[src/rtl/ads1115_i2c_target.sv]
// rtl/ads1115_i2c_target.sv - I2C target emulating the ADS1115 register interface
// Bytes are shifted on SCL rise; SDA drive changes only just after SCL fall.
module ads1115_i2c_target #(
  parameter logic [6:0] ADDRESS     = 7'h48,
  parameter int         SYNC_STAGES = 2
) (
  input  logic        clk_i,
  input  logic        rst_ni,
  input  logic        scl_i,
  input  logic        sda_i,
  output logic        sda_oe_o,
  input  logic [15:0] conv_data_i,
  output logic [15:0] config_o,
  output logic [2:0]  mux_o,
  output logic        conv_start_o,
  output logic        busy_o
);

  typedef enum logic [3:0] {
    IDLE, ADDR, ADDR_ACK, PTR, PTR_ACK, WR_DATA, WR_ACK, RD_DATA, RD_ACK, IGNORE
  } state_e;

  state_e                 state_q;
  logic [SYNC_STAGES-1:0] scl_sync_q, sda_sync_q;
  logic                   scl_d1_q, sda_d1_q;
  logic                   scl_s, sda_s, scl_rise, scl_fall, start_det, stop_det;
  logic [3:0]             bit_cnt_q;
  logic [7:0]             shreg_q, wr_hi_q;
  logic [1:0]             byte_cnt_q, pointer_q;
  logic                   rw_q, ack_q, oe_q, busy_q, conv_start_q;
  logic [15:0]            tx_q, config_q, snap_d;

  assign scl_s     = scl_sync_q[SYNC_STAGES-1];
  assign sda_s     = sda_sync_q[SYNC_STAGES-1];
  assign scl_rise  = scl_s & ~scl_d1_q;
  assign scl_fall  = ~scl_s & scl_d1_q;
  assign start_det = scl_s & scl_d1_q & sda_d1_q & ~sda_s;
  assign stop_det  = scl_s & scl_d1_q & ~sda_d1_q & sda_s;

  assign sda_oe_o     = oe_q;
  assign config_o     = config_q;
  assign mux_o        = config_q[14:12];
  assign conv_start_o = conv_start_q;
  assign busy_o       = busy_q;

  always_comb begin
    snap_d = 16'h7FFF;
    case (pointer_q)
      2'd0:    snap_d = conv_data_i;
      2'd1:    snap_d = config_q;
      2'd2:    snap_d = 16'h8000;
      default: snap_d = 16'h7FFF;
    endcase
  end

  // Synchronisers idle high so reset release never looks like a START.
  always_ff @(posedge clk_i or negedge rst_ni) begin
    if (!rst_ni) begin
      scl_sync_q <= '1;
      sda_sync_q <= '1;
      scl_d1_q   <= 1'b1;
      sda_d1_q   <= 1'b1;
    end else begin
      scl_sync_q <= {scl_sync_q[SYNC_STAGES-2:0], scl_i};
      sda_sync_q <= {sda_sync_q[SYNC_STAGES-2:0], sda_i};
      scl_d1_q   <= scl_s;
      sda_d1_q   <= sda_s;
    end
  end

  always_ff @(posedge clk_i or negedge rst_ni) begin
    if (!rst_ni) begin
      state_q      <= IDLE;
      bit_cnt_q    <= '0;
      shreg_q      <= '0;
      wr_hi_q      <= '0;
      byte_cnt_q   <= '0;
      pointer_q    <= '0;
      rw_q         <= 1'b0;
      ack_q        <= 1'b1;
      oe_q         <= 1'b0;
      busy_q       <= 1'b0;
      conv_start_q <= 1'b0;
      tx_q         <= '0;
      config_q     <= 16'h8583;
    end else begin
      conv_start_q <= 1'b0;
      if (start_det) begin
        state_q   <= ADDR;
        bit_cnt_q <= '0;
        busy_q    <= 1'b1;
        oe_q      <= 1'b0;
      end else if (stop_det) begin
        state_q <= IDLE;
        busy_q  <= 1'b0;
        oe_q    <= 1'b0;
      end else begin
        case (state_q)
          ADDR, PTR, WR_DATA: begin
            if (scl_rise) begin
              shreg_q   <= {shreg_q[6:0], sda_s};
              bit_cnt_q <= bit_cnt_q + 4'd1;
            end else if (scl_fall && bit_cnt_q == 4'd8) begin
              bit_cnt_q <= '0;
              if (state_q == ADDR) begin
                if (shreg_q[7:1] == ADDRESS) begin
                  rw_q    <= shreg_q[0];
                  oe_q    <= 1'b1;
                  state_q <= ADDR_ACK;
                end else begin
                  state_q <= IGNORE;
                end
              end else if (state_q == PTR) begin
                pointer_q <= shreg_q[1:0];
                oe_q      <= 1'b1;
                state_q   <= PTR_ACK;
              end else begin
                if (byte_cnt_q == 2'd0) wr_hi_q <= shreg_q;
                oe_q    <= 1'b1;
                state_q <= WR_ACK;
              end
            end
          end
          ADDR_ACK: if (scl_fall) begin
            if (rw_q) begin
              tx_q    <= snap_d;
              oe_q    <= ~snap_d[15];
              state_q <= RD_DATA;
            end else begin
              oe_q    <= 1'b0;
              state_q <= PTR;
            end
          end
          PTR_ACK: if (scl_fall) begin
            oe_q       <= 1'b0;
            byte_cnt_q <= '0;
            state_q    <= WR_DATA;
          end
          WR_ACK: if (scl_fall) begin
            oe_q    <= 1'b0;
            state_q <= WR_DATA;
            if (byte_cnt_q != 2'd2) byte_cnt_q <= byte_cnt_q + 2'd1;
            if (byte_cnt_q == 2'd1 && pointer_q == 2'd1) begin
              config_q     <= {wr_hi_q, shreg_q};
              conv_start_q <= wr_hi_q[7];
            end
          end
          // tx_q rotates so that after 16 bits the snapshot is back at its MSB.
          RD_DATA: begin
            if (scl_rise) begin
              bit_cnt_q <= bit_cnt_q + 4'd1;
            end else if (scl_fall) begin
              tx_q <= {tx_q[14:0], tx_q[15]};
              if (bit_cnt_q == 4'd8) begin
                bit_cnt_q <= '0;
                oe_q      <= 1'b0;
                state_q   <= RD_ACK;
              end else begin
                oe_q <= ~tx_q[14];
              end
            end
          end
          RD_ACK: begin
            if (scl_rise) begin
              ack_q <= sda_s;
            end else if (scl_fall) begin
              if (ack_q) begin
                oe_q    <= 1'b0;
                state_q <= IGNORE;
              end else begin
                oe_q    <= ~tx_q[15];
                state_q <= RD_DATA;
              end
            end
          end
          default: ;
        endcase
      end
    end
  end

endmodule
[config.mk]
export PLATFORM = sky130hd
export DESIGN_NAME = ads1115_i2c_target
export DESIGN_NICKNAME = d
export VERILOG_FILES = /design/src/rtl/ads1115_i2c_target.sv
export SDC_FILE = /design/constraint.sdc
export NUM_CORES = 1
export LEC_CHECK = 0
export ABC_AREA = 1
export BUFFER_PORTS_ARGS = -buffer_cell sky130_fd_sc_hd__buf_2
export CAP_MARGIN = 25
export CORE_ASPECT_RATIO = 1.4
export CORE_MARGIN = 4
export CORE_UTILIZATION = 35
export DETAILED_ROUTE_END_ITERATION = 16
export PLACE_DENSITY_LB_ADDON = 0.3
export SYNTH_ARGS = -nofsm -noshare
export SYNTH_HDL_FRONTEND = slang
export SYNTH_SLANG_ARGS = --single-unit
[constraint.sdc]
create_clock -name clk_i -period 3.1 [get_ports clk_i]
set_clock_uncertainty 0.1 [all_clocks]
set_input_delay 0.62 -clock clk_i [delete_from_list [all_inputs] [get_ports clk_i]]
set_output_delay 0.62 -clock clk_i [all_outputs]
set_load 0.005 [all_outputs]
======== Word-level counts from Yosys, hierarchy flattened ========
Cells that the tools add are included.
word-level totals
  register bits ........................... 71
operators by class
  reductions and logical operators ........ 22
  bitwise operators ....................... 19
  equality and inequality tests ........... 35
  mux-type cells .......................... 58
  add/sub/neg operators ................... 2
operators with widths
  cell                                                              count
  4-bit 2-to-1 mux                                                  21
  16-bit 2-to-1 mux                                                 4
  16-bit case mux with 3 select lines                               1
  4-bit != test (second input constant)                             11
  16-bit case mux with 2 select lines                               1
  1-bit 2-to-1 mux                                                  22
  7-bit AND reduction                                               3
  4-bit case mux with 5 select lines                                1
  10-bit AND reduction                                              2
  2-bit != test (second input constant)                             9
  4-bit by 3-bit == test with 1-bit output (second input constant)  4
  1-bit inverter                                                    12
  5-bit AND reduction                                               2
  4-bit by 2-bit == test with 1-bit output (second input constant)  2
  4-bit == test (second input constant)                             2
  2-bit 2-to-1 mux                                                  4
  4-bit case mux with 2 select lines                                1
  4-bit AND reduction                                               2
  8-bit AND reduction                                               1
  1-bit bitwise AND                                                 7
  7-bit == test (second input constant)                             1
  7-bit nonzero test                                                1
  6-bit AND reduction                                               1
  2-bit nonzero test                                                3
  other kinds (15)                                                  18

======== Logic depth before layout (Yosys ltp) ========
Gate-level depths: netlist of run 1.
  depth in word-level cells ............... 8
  mapped depth ............................ 12
  depth with buffers taken out ............ 11

======== Least setup slack after synthesis of run 1 ========
Ideal clock, no wire load.
  path kind ............................... flip-flop to flip-flop
  from .................................... register scl_sync_q[1]
  to ...................................... register shreg_q[5]
  setup time .............................. 0.076 ns
  arrival time ............................ 1.608 ns
  path buffers ............................ 1
  cell stages (with the launch flop) ...... 9
  data required time ...................... 2.924 ns
  period minus slack after synthesis ...... 1.785 ns
  setup slack ............................. 1.315 ns
  path through ............................ dfstp_2 ha_1 nand3_1 nand2_2 nor2_2 nand2_1 buf_2 nand2_1 o21ai_1
on the way
  longest elaborated chain between the ends .. 5
  elaborated cells between the ends (all ways) .. 9
  classes of those cells .................. bitwise (8); reduce/logical (1)
ends and longest elaborated chain
  item                                                RTL line  source
  start: declaration                                  24        logic [SYNC_STAGES-1:0] scl_sync_q, sda_sync_q;
  start signal: assignment                            64        scl_sync_q <= {scl_sync_q[SYNC_STAGES-2:0], scl_i};
  1-bit bitwise AND                                   37, 38
  1-bit bitwise AND (on tied branches) (2 in series)  38, 37
  1-bit inverter (no line)                            n/a
  4-bit AND reduction (no line) *                     n/a
  end signal: assignment                              101       shreg_q <= {shreg_q[6:0], sda_s};
  end: declaration                                    28        logic [7:0] shreg_q, wr_hi_q;
Mark *: on every way between the ends. The rest lies on a longest branch, timed or not.
A chain may end at the register's enable or synchronous reset.

======== Worst setup path after layout of run 1 ========
  from .................................... register scl_d1_q
  to ...................................... register tx_q[14]
on the way
  longest elaborated chain between the ends .. 5
  elaborated cells between the ends (all ways) .. 14
  classes of those cells .................. eq/ne (3); bitwise (10); reduce/logical (1)
ends and longest elaborated chain
  item                                                RTL line  source
  start: declaration                                  25        logic scl_d1_q, sda_d1_q;
  start signal: assignment                            66        scl_d1_q <= scl_s;
  1-bit bitwise AND                                   37, 38
  1-bit bitwise AND (on tied branches) (2 in series)  38, 37
  1-bit inverter (no line)                            n/a
  7-bit AND reduction (no line) *                     n/a
  end signal: assignment                              126       tx_q <= snap_d;
  end signal: assignment                              153       tx_q <= {tx_q[14:0], tx_q[15]};
  end: declaration                                    31        logic [15:0] tx_q, config_q, snap_d;
Marked as above.

==> results of run 1 <==
-- how the worst max path moves through the flow --
stage	startpoint	to	slack, ns	depth (start not counted)
3_5_place_dp	scl_d1_q	tx_q[14]	0.90	8
5_1_grt	scl_d1_q	tx_q[14]	0.63	8
2_1_floorplan	scl_sync_q[1]	shreg_q[5]	1.32	8
3_3_place_gp	scl_d1_q	tx_q[14]	0.93	8
4_1_cts	scl_d1_q	tx_q[14]	0.88	8
6_report	scl_d1_q	tx_q[14]	0.89	8
-- stage by stage --
| stage | setup WS (ns) | power, mW | cell area (um^2) | util [%] |
|---|---|---|---|---|
| floorplan | 1.315 | 2.157 | 3875 | - |
| global placement | 0.9312 | 2.403 | 4151 | 38.20 |
| detailed placement | 0.8979 | 2.426 | 4151 | 38.20 |
| CTS | 0.8831 | 3.557 | 4476 | 41.19 |
| global route | 0.6309 | 3.791 | 4476 | 41.19 |
| finish | 0.8880 | 3.537 | 4476 | 41.19 |
-- where the power goes --
group          internal (mW)  switching [mW]  leakage, nW
logic                  0.393           0.729         1.17
registers               1.14           0.157        0.895
clock network          0.728           0.393        0.156
-- layout make-up --
cell class,count,share of cell area (%)
Tap cell,141,3.942
Sequential cell,71,40.06
Inverter,40,3.355
Clock buffer,11,5.424
Clock inverter,5,1.817
Timing Repair Buffer,43,5.200
Multi-Input combinational cell,347,40.20
-- worst max-delay path: cells and delay by family (launching register included) --
family,cells,cell delay (ns)
simple gates,2,0.58
fa+ha+maj,1,0.22
compound gates,3,0.38
buf+inv,2,0.27
flops,1,0.54
-- state kept, by name, summed over array words and instances (netlist names), 4 cells and up --
| name | cells |
|---|---|
| wr_hi_q | 8 |
| shreg_q | 8 |
| tx_q | 16 |
| config_o | 16 |
| bit_cnt_q | 4 |
| state_q | 4 |
-- synthesized netlist by cell type, types with 2 or more instances --
cell / count
nand4_1: 2
nand2_1: 127
inv_1: 35
dfstp_2: 13
a31oi_1: 2
buf_2: 6
o21ai_0: 25
nand2_2: 6
nor2_4: 2
nor3_1: 2
nand3_1: 38
a31o_2: 9
buf_6: 4
nand3_2: 3
nor2_1: 55
nor4_1: 2
ha_1: 9
dfrtp_1: 58
nor2_2: 3
clkbuf_1: 3
a31o_1: 4
o21ai_2: 8
a21oi_1: 4
nor3_2: 2
inv_2: 5
o21ai_1: 32
mux2_2: 6
buf_4: 5
-- cell families (layout without fill, tap and decap cells) --
logic type                 Yosys count  count (layout)  synth area share (%)
and+or+nand+nor                    244             244                 27.64
muxes                                7               7                 2.131
AOI/OAI and AO/OA                   87              87                 13.76
buffers and inverters               60              99                 7.297
DFF                                 71              71                 46.27
adders and majority gates            9               9                 2.906
-- cells in the final DEF, fill, tap and decap left out, types with 5 or more instances in the layout --
| cell type | instances |
|---|---|
| nand3_1 | 38 |
| dfstp_2 | 13 |
| a31o_2 | 9 |
| clkbuf_16 | 9 |
| buf_2 | 41 |
| nor2_1 | 55 |
| mux2_2 | 6 |
| inv_1 | 35 |
| dfrtp_1 | 58 |
| o21ai_0 | 25 |
| nand2_2 | 6 |
| inv_2 | 5 |
| o21ai_2 | 8 |
| ha_1 | 9 |
| nand2_1 | 127 |
| o21ai_1 | 32 |
-- layer usage --
metal | wire [um] | vias up | global-route usage, %
li1 | - | 1629 | -
met1 | 3977 | 1580 | 18.30
met2 | 4469 | 70 | 24.19
met3 | 364 | 17 | 2.426
met4 | 254 | 0 | 7.494
met5 | 0 | - | 0
==> impl_metrics.py, run 1 <==
metrics = {
    "status": {
        "status": "finished, final reports clean",
    },
    "synth": {
        "synth-seq-cells": 71,
        "netlist_area_um2": 3875,
        "ys_seq_area_share_pct": 46.27,
        "synth_top_area_cell": "dfrtp_1",
        "yosysTopAreaCellShare_pct": 37.46,
        "synth_flop_cell": "dfrtp_1",
        "async_flop_share_pct": 100.0,
        "syn_nets": 507,
        "syn_avg_cell_area_um2": 8.107,
        "yosysUniqueCellTypes": 36,
        "synth_edf_count": 0,
        "yosys_warnings": 0,
        "synth_area_leaders": "dfrtp_1 (37%), nand2_1 (12%), dfstp_2 (8.8%)",
        "syn_inst": 478,
    },
    "sta": {
        "finalSetupViolCount": 0,
        "drv_slew": 0,
        "tightest_slew_ns": 0.5612,
        "relSlewSlack_pct": 62.46,
        "post-route-min-period_ns": 2.212,
        "hold-worst-slack_ns": 0.1931,
        "clock.fmax_mhz": 452.1,
        "hold_viol": 0,
        "final.setup.tns_ns": 0,
        "rsz0062_at_grt": "false",
        "fin_crit_sh_pct": 71.35,
    },
    "routing": {
        "drt-wirelength-per-cell_um": 13.78,
        "vias_per_cell": 5.009,
        "drt-initial-drc-count": 181,
        "firstDrtPassIters": 4,
        "vias": 3296,
        "route.detailed.drc": 0,
        "drt.antenna.violating_nets": 0,
        "totalWireLength_um": 9065,
    },
    "placed_design": {
        "port_buffers": 41,
        "dp.cells": 642,
        "gp_congestion": 0.9438,
        "dp_hpwl_um": 6694,
    },
    "floorplanning": {
        "ios": 42,
        "rows": 45,
        "die_h_um": 132.5,
        "die_w_um": 96.93,
        "core_area_um2": 10870,
        "start_util_pct": 35.66,
        "die_area_um2": 12840,
    },
    "critical_path": {
        "r2r_start": "scl_d1_q",
        "critPathSlowestCell": "dfstp_2",
        "critPathMaxFanout": 32,
        "cp.arrival_ns": 2.30,
        "r2r_cells": 8,
        "critPathLaunchType": "flip-flop",
        "r2r_end": "tx_q[14]",
        "end_kind": "flip-flop",
        "r2r_setup_slack_ns": 0.89,
        "critPathRequiredTime_ns": 3.19,
        "worstSetupPathType": "flip-flop to flip-flop",
        "crit_chain": "inv_1, ha_1, inv_1, o21ai_0, a21oi_1, nand2_2, nor2_1, a21oi_1",
        "cpPeakStageDelay_ns": 0.54,
    },
    "cells_and_area": {
        "fillCellCount": 1100,
        "regArea_um2": 1793,
        "final_cells": 658,
        "drive_gt1_share_pct": 23.02,
        "area_growth_pct": 15.50,
        "nets": 541,
        "diodes": 0,
        "multiInputGateArea_um2": 1799,
    },
    "power_and_ir_drop": {
        "ir_worst_vdd_mv": 0.4459,
        "leakage_nw": 2.226,
        "p_per_area_nw_per_um2": 790.4,
    },
    "clocking": {
        "cts_resized": 0,
        "cts_tree": "yes",
        "cts_root_buf": "clkbuf_16",
        "hold_buffers": 0,
        "clk_pin_slew_ns": 0.06,
        "cts_max_level": 3,
        "postCtsSetupBuffers": 0,
        "cts_buffer_depth": 2,
        "cts_buffers": 9,
        "clock-sinks": 71,
        "clkLatencyLatePin_ns": 0.33,
    },
    "global_routing": {
        "first_global_vias": 3232,
        "grt_max_degree": 72,
        "grt_overflow_total": 0,
        "grt_use_total_pct": 14.61,
        "grt_pass1_wl_um": 15500,
        "antenna_found_initial": 0,
    },
    "worst_hold_path": {
        "hp-class": "primary input to async pin",
    },
    "flow_run": {
        "maxCapViolCount": 0,
    },
}
(Power assumes the default switching activity.)
==> inputs of run 2 (changes only) <==
--- a/config.mk
+++ b/config.mk
@@ -5,7 +5,7 @@
 export SDC_FILE = /design/constraint.sdc
 export NUM_CORES = 1
 export LEC_CHECK = 0
-export ABC_AREA = 1
+export ABC_AREA = 0
 export BUFFER_PORTS_ARGS = -buffer_cell sky130_fd_sc_hd__buf_2
 export CAP_MARGIN = 25
 export CORE_ASPECT_RATIO = 1.4
==> constraint.sdc (replaced) <==
create_clock -name clk_i -period 2.19 [get_ports clk_i]
set_clock_uncertainty 0.1 [all_clocks]
set_input_delay 0.438 -clock clk_i [delete_from_list [all_inputs] [get_ports clk_i]]
set_output_delay 0.438 -clock clk_i [all_outputs]
set_load 0.005 [all_outputs]
==> run 2 against run 1 <==
  * Largest cell class is now sequential cells
  * The run now ends with hold timing left
  * Area after synthesis is 7.4% lower
  * Critical path type unchanged
  * Critical path depth fell by 3
  * Global-route usage up 0.49 points
  * First-iteration DRC count grew 5.0%
  * Non-clock buffer count up 24
  * Power grew 34%
==> impl_metrics.py, run 2 <==
metrics = {
    "routing": {
        "drt.antenna.violating_nets": 0,
        "totalWireLength_um": 8451,
        "drt-initial-drc-count": 190,
        "drt-wirelength-per-cell_um": 15.42,
        "firstDrtPassIters": 7,
        "vias_per_cell": 5.131,
        "route.detailed.drc": 0,
        "vias": 2812,
    },
    "synth": {
        "syn_inst": 354,
        "yosysTopAreaCellShare_pct": 40.43,
        "netlist_area_um2": 3590,
        "async_flop_share_pct": 100.0,
        "synth-seq-cells": 71,
        "yosysUniqueCellTypes": 46,
        "synth_edf_count": 0,
        "yosysMostFrequentCell": "dfrtp_1",
        "synth_top_area_cell": "dfrtp_1",
        "synth_flop_cell": "dfrtp_1",
        "yosys_warnings": 0,
        "ys_seq_area_share_pct": 49.95,
        "synth_area_leaders": "dfrtp_1 (40%), mux2_2 (11%), dfstp_2 (9.5%)",
        "synth_commonest_cells": "dfrtp_1 (58), nand2_1 (41), a21oi_1 (39), o21ai_0 (39), mux2_2 (36)",
        "syn_nets": 383,
        "syn_avg_cell_area_um2": 10.14,
    },
    "status": {
        "status": "finished with violations",
        "violations": "hold timing",
    },
    "cells_and_area": {
        "area_growth_pct": 22.83,
        "fillCellCount": 949,
        "nets": 437,
        "layout_commonest_cell": "dfrtp_1",
        "final_cell_mix": "dfrtp_1 (56), nand2_1 (41), buf_2 (41)",
        "fin_area_um2": 4409,
        "diodes": 0,
        "multiInputGateArea_um2": 1658,
        "final_cells": 548,
        "regArea_um2": 1795,
        "drive_gt1_share_pct": 35.35,
    },
    "clocking": {
        "clkLatencyLatePin_ns": 0.33,
        "cts_root_buf": "clkbuf_16",
        "clock-sinks": 71,
        "cts_buffers": 9,
        "cts_max_level": 3,
        "cts_buffer_depth": 2,
        "cts_tree": "yes",
        "clk_pin_slew_ns": 0.06,
    },
    "sta": {
        "clock.fmax_mhz": 474.0,
        "drv_slew": 0,
        "fin_crit_sh_pct": 96.34,
        "hold_viol": 2,
        "post-route-min-period_ns": 2.110,
        "hold-worst-slack_ns": -0.005282,
        "tightest_slew_ns": 0.4410,
        "final.setup.tns_ns": 0,
        "fin_ws_ns": 0.08013,
        "relSlewSlack_pct": 70.18,
        "finalSetupViolCount": 0,
        "rsz0062_at_grt": "false",
    },
    "placed_design": {
        "port_buffers": 41,
        "dp_hpwl_um": 6150,
        "dp.cells": 532,
        "detailed_place.area_um2": 4079,
        "gp_congestion": 0.8126,
        "pre_cts_ws_ns": 0.04395,
    },
    "critical_path": {
        "cp.arrival_ns": 2.22,
        "critPathMaxFanout": 9,
        "critPathLaunchType": "flip-flop",
        "critPathRequiredTime_ns": 2.30,
        "end_kind": "flip-flop",
        "critPathSlowestCell": "or4b_4",
        "cpPeakStageDelay_ns": 0.54,
        "worstSetupPathType": "flip-flop to flip-flop",
        "crit_chain": "or4b_4, o21ai_2, o221ai_2, a211oi_4, mux2_1",
    },
    "worst_hold_path": {
        "hp-class": "primary input to async pin",
    },
    "global_routing": {
        "antenna_found_initial": 0,
        "grt_overflow_total": 0,
        "grt_use_total_pct": 15.10,
        "grt_pass1_wl_um": 14010,
        "first_global_vias": 2883,
        "grt_max_degree": 72,
    },
    "power_and_ir_drop": {
        "leakage_nw": 2.112,
        "p_per_area_nw_per_um2": 1074,
        "ir_worst_vdd_mv": 0.4563,
    },
    "floorplanning": {
        "die_w_um": 93.59,
        "start_util_pct": 36.07,
        "die_area_um2": 11960,
        "rows": 43,
        "ios": 42,
        "die_h_um": 127.8,
        "core_area_um2": 9953,
    },
    "flow_run": {
        "maxCapViolCount": 0,
    },
}
==> run 2: timing repair <==
action | in CTS | in global routing
resized for setup | 0 | 7
setup buffers | 0 | 0
endpoints found under the setup margin | 0 | 26
hold buffers | 0 | 0
==> run 2: layout make-up <==
type	count	area share [%]
clock inverters	7	1.788
well taps	135	3.831
inverters	12	1.022
flip-flops and latches	71	40.72
multi-input cells	247	37.60
clock buffers	9	5.108
repair buffers	67	9.932
==> run 2: routing by layer <==
metal / global-route usage, % / wire length, um
met2: 24.85 / 4327
met3: 3.288 / 308
met4: 8.503 / 281
met1: 18.17 / 3534
met5: 0 / 0
==> run 2: critical path: cells and delay by family, from the launching register on <==
| family | cells | cell delay [ns] |
|---|---|---|
| flops | 1 | 0.47 |
| mux | 1 | 0.36 |
| compound gates | 3 | 0.54 |
| simple gates | 1 | 0.54 |
==> run 2: metrics by stage <==
stage               power, mW  util [%]  hold slack [ns]
finish                  4.734     44.30        -0.005282
floorplan               2.792         -          0.04241
CTS                     4.772     44.04          0.02870
detailed placement      3.267     40.98           0.2468
global route            5.048     44.30          0.04787
global placement        3.227     40.98           0.2461
==> run 2: cell families (layout without fill, tap and decap cells) <==
logic type	count (synthesis)	in the layout	synth area share, %
adders and majority gates	9	9	3.137
AOI/OAI and AO/OA	97	97	15.65
xor gates and xnor gates	1	1	0.2440
muxes	40	40	12.51
DFF	71	71	49.95
and+or+nand+nor	100	100	13.98
buffers and inverters	36	95	4.531
==> run 2: power by group <==
| part | internal (mW) | switching (mW) | total [mW] |
|---|---|---|---|
| sequential | 1.60 | 0.228 | 1.83 |
| combinational | 0.672 | 0.756 | 1.43 |
| clock | 0.895 | 0.583 | 1.48 |
==> run 2: final timing paths <==
check                           slack [ns]  cells after the start       endpoint           from
worst min register to register        0.25                      0  sda_sync_q[1]  sda_sync_q[0]
max in group asynchronous             1.62                      2   config_o[15]         rst_ni
worst max register to register        0.08                      5     state_q[0]     state_q[2]
min in group clk_i                    0.10                      1  scl_sync_q[0]          scl_i
worst max-delay path                  0.08                      5     state_q[0]     state_q[2]
worst min-delay path                -0.005                      2         busy_o         rst_ni
